===== config.mk =====
export PLATFORM = sky130hd
export DESIGN_NAME = cla_adder_pipe_flat
export DESIGN_NICKNAME = d
export VERILOG_FILES = /design/src/rtl/cla_adder_pipe_if.sv /design/src/rtl/cla_adder_pipe.sv /design/src/flat_wrapper.sv
export SDC_FILE = /design/constraint.sdc
export NUM_CORES = 1
export LEC_CHECK = 0
export BUFFER_PORTS_ARGS = -buffer_cell sky130_fd_sc_hd__buf_2
export CAP_MARGIN = 20
export CORE_MARGIN = 3
export CORE_UTILIZATION = 55
export DETAILED_ROUTE_END_ITERATION = 16
export PLACE_DENSITY = 0.81
export SYNTH_ARGS = -nofsm -noshare
export SYNTH_HDL_FRONTEND = slang
export SYNTH_SLANG_ARGS = --single-unit

===== constraint.sdc =====
create_clock -name clk -period 11.9 [get_ports clk]
set_clock_uncertainty 0.05 [all_clocks]
set_input_delay 1.19 -clock clk [delete_from_list [all_inputs] [get_ports clk]]
set_output_delay 1.19 -clock clk [all_outputs]
set_load 0.05 [all_outputs]

===== src/rtl/cla_adder_pipe_if.sv =====
// Stream bundle for cla_adder_pipe: operand beats in, sum/carry/overflow beats out.
// A beat moves on a rising clk edge where valid and ready are both 1; a source holds
// valid and its payload stable until that edge, and ready never depends on the
// same-side valid.
interface cla_adder_pipe_if #(
  parameter int WIDTH = 32
);
  logic             in_valid;
  logic             in_ready;
  logic [WIDTH-1:0] in_a;
  logic [WIDTH-1:0] in_b;
  logic             in_cin;
  logic             in_sub;
  logic             out_valid;
  logic             out_ready;
  logic [WIDTH-1:0] out_sum;
  logic             out_cout;
  logic             out_ovf;

  modport master (
    output in_valid, in_a, in_b, in_cin, in_sub, out_ready,
    input  in_ready, out_valid, out_sum, out_cout, out_ovf
  );

  modport slave (
    input  in_valid, in_a, in_b, in_cin, in_sub, out_ready,
    output in_ready, out_valid, out_sum, out_cout, out_ovf
  );
endinterface


===== src/rtl/cla_adder_pipe.sv =====
// Three-stage two-level carry-lookahead adder/subtractor with valid/ready backpressure.
// Stage 1 forms bit and group P/G, stage 2 resolves group carries, stage 3 forms sums.
module cla_adder_pipe #(
  parameter int WIDTH = 32,
  parameter int BLK   = 4
) (
  input logic             clk,
  input logic             rst,
  cla_adder_pipe_if.slave bus
);
  localparam int NG = WIDTH / BLK;

  if ((WIDTH % BLK) != 0 || BLK < 2 || BLK > 8) begin : g_param_check
    $error("cla_adder_pipe: WIDTH must be a multiple of BLK and BLK must be 2..8");
  end

  function automatic logic [NG-1:0] group_prop(input logic [WIDTH-1:0] p);
    logic [NG-1:0] gp;
    gp = '0;
    for (int k = 0; k < NG; k++) gp[k] = &p[k*BLK +: BLK];
    return gp;
  endfunction

  // Every carry below is a flat sum of products, so no ripple chain is described.
  function automatic logic [NG-1:0] group_gen(input logic [WIDTH-1:0] p,
                                              input logic [WIDTH-1:0] g);
    logic [NG-1:0] gg;
    logic          term;
    gg = '0;
    for (int k = 0; k < NG; k++) begin
      for (int j = 0; j < BLK; j++) begin
        term = g[k*BLK+j];
        for (int m = j + 1; m < BLK; m++) term = term & p[k*BLK+m];
        gg[k] = gg[k] | term;
      end
    end
    return gg;
  endfunction

  function automatic logic [NG:0] group_carry(input logic [NG-1:0] gp,
                                              input logic [NG-1:0] gg,
                                              input logic          c0);
    logic [NG:0] cg;
    logic        acc;
    logic        term;
    cg    = '0;
    cg[0] = c0;
    for (int k = 1; k <= NG; k++) begin
      acc = c0;
      for (int m = 0; m < k; m++) acc = acc & gp[m];
      for (int j = 0; j < k; j++) begin
        term = gg[j];
        for (int m = j + 1; m < k; m++) term = term & gp[m];
        acc = acc | term;
      end
      cg[k] = acc;
    end
    return cg;
  endfunction

  function automatic logic [WIDTH:0] bit_carry(input logic [WIDTH-1:0] p,
                                               input logic [WIDTH-1:0] g,
                                               input logic [NG:0]      cg);
    logic [WIDTH:0] c;
    logic           acc;
    logic           term;
    c        = '0;
    c[WIDTH] = cg[NG];
    for (int k = 0; k < NG; k++) begin
      for (int i = 0; i < BLK; i++) begin
        acc = cg[k];
        for (int m = 0; m < i; m++) acc = acc & p[k*BLK+m];
        for (int j = 0; j < i; j++) begin
          term = g[k*BLK+j];
          for (int m = j + 1; m < i; m++) term = term & p[k*BLK+m];
          acc = acc | term;
        end
        c[k*BLK+i] = acc;
      end
    end
    return c;
  endfunction

  logic             s1_valid, s2_valid, s3_valid;
  logic             rdy1, rdy2, rdy3;
  logic [WIDTH-1:0] b_eff, p_in, g_in;
  logic             c0_in;
  logic [WIDTH-1:0] s1_p, s1_g;
  logic [NG-1:0]    s1_gp, s1_gg;
  logic             s1_c0;
  logic [WIDTH-1:0] s2_p, s2_g;
  logic [NG:0]      s2_cg;
  logic [WIDTH:0]   c_all;

  // Ready propagates backwards combinationally so a full pipe can advance every cycle.
  assign rdy3          = !s3_valid || bus.out_ready;
  assign rdy2          = !s2_valid || rdy3;
  assign rdy1          = !s1_valid || rdy2;
  assign bus.in_ready  = rdy1;
  assign bus.out_valid = s3_valid;

  assign b_eff = bus.in_sub ? ~bus.in_b : bus.in_b;
  assign c0_in = bus.in_sub | bus.in_cin;
  assign p_in  = bus.in_a ^ b_eff;
  assign g_in  = bus.in_a & b_eff;
  assign c_all = bit_carry(s2_p, s2_g, s2_cg);

  always_ff @(posedge clk or posedge rst) begin
    if (rst) begin
      s1_valid <= 1'b0;
      s1_p     <= '0;
      s1_g     <= '0;
      s1_gp    <= '0;
      s1_gg    <= '0;
      s1_c0    <= 1'b0;
    end else if (rdy1) begin
      s1_valid <= bus.in_valid;
      if (bus.in_valid) begin
        s1_p  <= p_in;
        s1_g  <= g_in;
        s1_gp <= group_prop(p_in);
        s1_gg <= group_gen(p_in, g_in);
        s1_c0 <= c0_in;
      end
    end
  end

  always_ff @(posedge clk or posedge rst) begin
    if (rst) begin
      s2_valid <= 1'b0;
      s2_p     <= '0;
      s2_g     <= '0;
      s2_cg    <= '0;
    end else if (rdy2) begin
      s2_valid <= s1_valid;
      if (s1_valid) begin
        s2_p  <= s1_p;
        s2_g  <= s1_g;
        s2_cg <= group_carry(s1_gp, s1_gg, s1_c0);
      end
    end
  end

  // Result registers change only when a real beat enters stage 3.
  always_ff @(posedge clk or posedge rst) begin
    if (rst) begin
      s3_valid     <= 1'b0;
      bus.out_sum  <= '0;
      bus.out_cout <= 1'b0;
      bus.out_ovf  <= 1'b0;
    end else if (rdy3) begin
      s3_valid <= s2_valid;
      if (s2_valid) begin
        bus.out_sum  <= s2_p ^ c_all[WIDTH-1:0];
        bus.out_cout <= c_all[WIDTH];
        bus.out_ovf  <= c_all[WIDTH] ^ c_all[WIDTH-1];
      end
    end
  end
endmodule


===== src/flat_wrapper.sv =====
// flat-port wrapper written by rule: the top's interface ports become plain ports
module cla_adder_pipe_flat 
#(
  parameter int WIDTH = 32,
  parameter int BLK   = 4
)
  (clk, rst, bus_in_valid, bus_in_a, bus_in_b, bus_in_cin, bus_in_sub, bus_out_ready, bus_in_ready, bus_out_valid, bus_out_sum, bus_out_cout, bus_out_ovf);
  cla_adder_pipe_if #(.WIDTH(WIDTH)) bus_i ();
  input logic clk;
  input logic rst;
  input wire logic [$bits(bus_i.in_valid)-1:0] bus_in_valid;
  input wire logic [$bits(bus_i.in_a)-1:0] bus_in_a;
  input wire logic [$bits(bus_i.in_b)-1:0] bus_in_b;
  input wire logic [$bits(bus_i.in_cin)-1:0] bus_in_cin;
  input wire logic [$bits(bus_i.in_sub)-1:0] bus_in_sub;
  input wire logic [$bits(bus_i.out_ready)-1:0] bus_out_ready;
  output wire logic [$bits(bus_i.in_ready)-1:0] bus_in_ready;
  output wire logic [$bits(bus_i.out_valid)-1:0] bus_out_valid;
  output wire logic [$bits(bus_i.out_sum)-1:0] bus_out_sum;
  output wire logic [$bits(bus_i.out_cout)-1:0] bus_out_cout;
  output wire logic [$bits(bus_i.out_ovf)-1:0] bus_out_ovf;
  assign bus_i.in_valid = bus_in_valid;
  assign bus_i.in_a = bus_in_a;
  assign bus_i.in_b = bus_in_b;
  assign bus_i.in_cin = bus_in_cin;
  assign bus_i.in_sub = bus_in_sub;
  assign bus_i.out_ready = bus_out_ready;
  assign bus_in_ready = bus_i.in_ready;
  assign bus_out_valid = bus_i.out_valid;
  assign bus_out_sum = bus_i.out_sum;
  assign bus_out_cout = bus_i.out_cout;
  assign bus_out_ovf = bus_i.out_ovf;
  cla_adder_pipe #(.WIDTH(WIDTH), .BLK(BLK)) u_core (.clk(clk), .rst(rst), .bus(bus_i));
endmodule

==> results_dict.tcl <==
set metrics [dict create \
    outcome "finished clean" \
    avgViaCountPerCell 5.27 \
    p_per_area_mw_per_mm2 218 \
    syn2layout_area_growth_pct 13.1 \
    async_flop_share 1.00 \
    grt_pass1_vias 5527 \
    worstPathRequired_ps 10660 \
    routed-via-count 5425 \
    relSlewSlack 0.356 \
    grt-ovfl-total 0 \
    path_class "in -> out" \
    muxShareOfSynthArea 0.112 \
    hold_class "reg -> reg" \
    ant_nets 0 \
    leakagePower_nw 4.85 \
    post-cts-setup-buffer-count 0 \
    clk-insertion-delay-late_ps 430 \
    pwr-share-clk 0.272 \
    drt_iter0_drc 267 \
    synth_enable_flop_cells 0 \
    path_max_fanout 3 \
    dpl_cell_area_sq_mm 0.00878 \
    start_util 0.566 \
    htreeDepth 4 \
    core_sq_mm 0.0146 \
    final_cell_mix "218 x nand2_1, 175 x dfrtp_1, 105 x buf_2, 50 x mux2_4, 47 x xor2_1" \
    wirelength_mm 15.7 \
    fmax_mhz 334 \
    hold_buffers 0 \
    worstPathArrival_ps 1760 \
    ys_ff_latch 175 \
    final_nets 942 \
    rsz0062_at_grt "no" \
    post-route-min-period_ps 3000 \
    final_common_cell "nand2_1" \
    port_buffers 105 \
    n_fill_cell 1149 \
    p_seq_frac 0.421 \
    yosys_most_used_dff "dfrtp_1" \
    synth_top_family_by_area "simple AND/OR/NAND/NOR gates" \
    synth_cells 737 \
    synth_top_area_cell "dfrtp_1" \
    p_sw_frac 0.364 \
    synth.area.top_cells "dfrtp_1 53%, nand2_1 9.9%, mux2_4 9.1%" \
    synthSimpleGateAreaFrac 0.137 \
    setup_viol 0 \
    firstDrtPassIters 4 \
    fin_ws_ps 8900 \
    multi_input_area_sq_mm 0.00360 \
    synth_area_sq_mm 0.00829 \
    power.internal_mw 1.30 \
    cts_made_buffers 17 \
    setup.worst_path.start_class "input port" \
    finalHoldViolations 0 \
    worst_pin_slew_ps 966 \
    finalSetupTns_ps 0 \
    endpoint_kind "primary output" \
    synth_warnings 0 \
    antenna_found_initial 0 \
    seqCellArea_sq_mm 0.00438 \
    final_area_sq_mm 0.00938 \
    synth_seq_area_share 0.528 \
    synth.top_cell.area_share 0.528 \
    place_congestion 0.789 \
    combPwrFrac 0.308 \
    yosys.cell_types.count 41 \
    peakVddDrop_mv 0.113 \
    postSynthAreaPerCell_sq_um 11.3 \
    cts-root-buf "clkbuf_16" \
    synth_fa_ha_area_frac 0.0603 \
    dpl.hpwl_mm 10.6 \
    antenna_cells 0 \
    dp_slack_ps 8660 \
    synth_xor_area_frac 0.0517 \
    drive_gt1_frac 0.256 \
    grt_max_degree 99 \
    slew_violations 0 \
    ioPinCount 106 \
    synth_compound_area_frac 0.0723 \
    die_area_sq_mm 0.0166 \
    grt_util_all_layers 0.202 \
    drc 0 \
    finalCritPeriodShare 0.252 \
    clk_path_buf_depth 2 \
    postCtsResizedCells 0 \
    die-width_microns 129 \
    cap_viol_max_count 0 \
    grt_pass1_wl_mm 26.3 \
    cts.reportedPaths.clkPinSlew_ps 70 \
    wire_per_inst_microns 15.2 \
    std_cell_rows 44 \
    totalPowerFinal_mw 2.04 \
    die_height_microns 129 \
    p_sw_uw 744 \
    syn_nets 847 \
    cts_tree "yes" \
    clock_sinks 175 \
]
## state kept, by name, summed over array words and instances, names as in the netlist
signal	cells
u_core.s2_cg	9
u_core.bus.out_valid	1
u_core.bus.out_sum	32
u_core.s2_valid	1
u_core.bus.out_ovf	1
u_core.s1_gp	8
u_core.s1_valid	1
u_core.s1_p	32
u_core.s1_g	24
u_core.s1_c0	1
u_core.bus.out_cout	1
u_core.s2_p	32
u_core.s1_gg	8
u_core.s2_g	24
## per-stage QoR
stage | instances | hold WS (ps) | util
2_1_floorplan | 737 | 384 | -
3_3_place_gp | 997 | 398 | 0.600
3_5_place_dp | 997 | 401 | 0.600
4_1_cts | 1029 | 426 | 0.641
5_1_grt | 1029 | 446 | 0.641
6_report | 1029 | 420 | 0.641
## Yosys cell counts (2+ instances only)
cell type / number
inv_1: 3
clkbuf_1: 2
a21oi_1: 15
mux2_2: 10
o21a_1: 8
ha_1: 40
xnor2_1: 2
o21ai_0: 38
nand2_1: 219
nor2_1: 16
mux2_1: 6
nor3_1: 10
o31ai_1: 8
nand2b_1: 4
buf_6: 7
buf_2: 12
dfrtp_1: 175
nand3_1: 3
mux2_4: 50
buf_4: 5
o22ai_1: 7
buf_12: 5
nand4_1: 8
xor2_1: 47
or2_2: 7
a21o_1: 15
## per-layer routing
metal / up-vias / track usage / part of all wire
li1: 2672 / - / -
met1: 2595 / 0.258 / 0.45
met2: 118 / 0.330 / 0.49
met3: 40 / 0.0403 / 0.034
met4: 0 / 0.0970 / 0.031
met5: - / 0 / 0
## worst max-delay path, stage by stage
cell and delay [ps]:
buf_2 110, nand4b_4 210, buf_2 250
## final cells by class
class / instances / area share
Clock buffer: 18 / 0.0468
Timing Repair Buffer: 109 / 0.0592
Inverter: 3 / 0.00173
Sequential cell: 175 / 0.467
Tap cell: 184 / 0.0245
Multi-Input combinational cell: 526 / 0.384
Clock inverter: 14 / 0.0167
## path summary, 6_finish.rpt
| check | start | endpoint | slack [ps] | cells after the start |
|---|---|---|---|---|
| worst min-delay path | u_core.s1_p[31]$_DFFE_PP0P_ | u_core.s2_p[31]$_DFFE_PP0P_ | 420 | 2 |
| min in group asynchronous | rst | u_core.bus.out_sum[18]$_DFFE_PP0P_ | 890 | 2 |
| worst min register to register | u_core.s1_p[31]$_DFFE_PP0P_ | u_core.s2_p[31]$_DFFE_PP0P_ | 420 | 2 |
| worst max-delay path | bus_out_ready | bus_in_ready | 8900 | 3 |
| worst max register to register | u_core.s2_valid$_DFFE_PP0P_ | u_core.s2_cg[8]$_DFFE_PP0P_ | 9940 | 5 |
| max in group asynchronous | rst | u_core.s2_g[14]$_DFFE_PP0P_ | 9430 | 3 |
## kinds of logic after synthesis
kind of cell	count (synthesis)
simple gates	273
xor+xnor	49
buf+inv	36
fa+ha+maj	40
compound gates	98
mux	66
flops	175
## power groups by stage
stage	Clock [mW]	Combinational, mW	Sequential (mW)
floorplan	0	0.315	1.04
global placement	0	0.617	0.863
detailed placement	0	0.632	0.869
CTS	0.569	0.637	0.860
global route	0.596	0.688	0.880
finish	0.555	0.628	0.860
No activity file was read; power rests on OpenSTA's default activity.
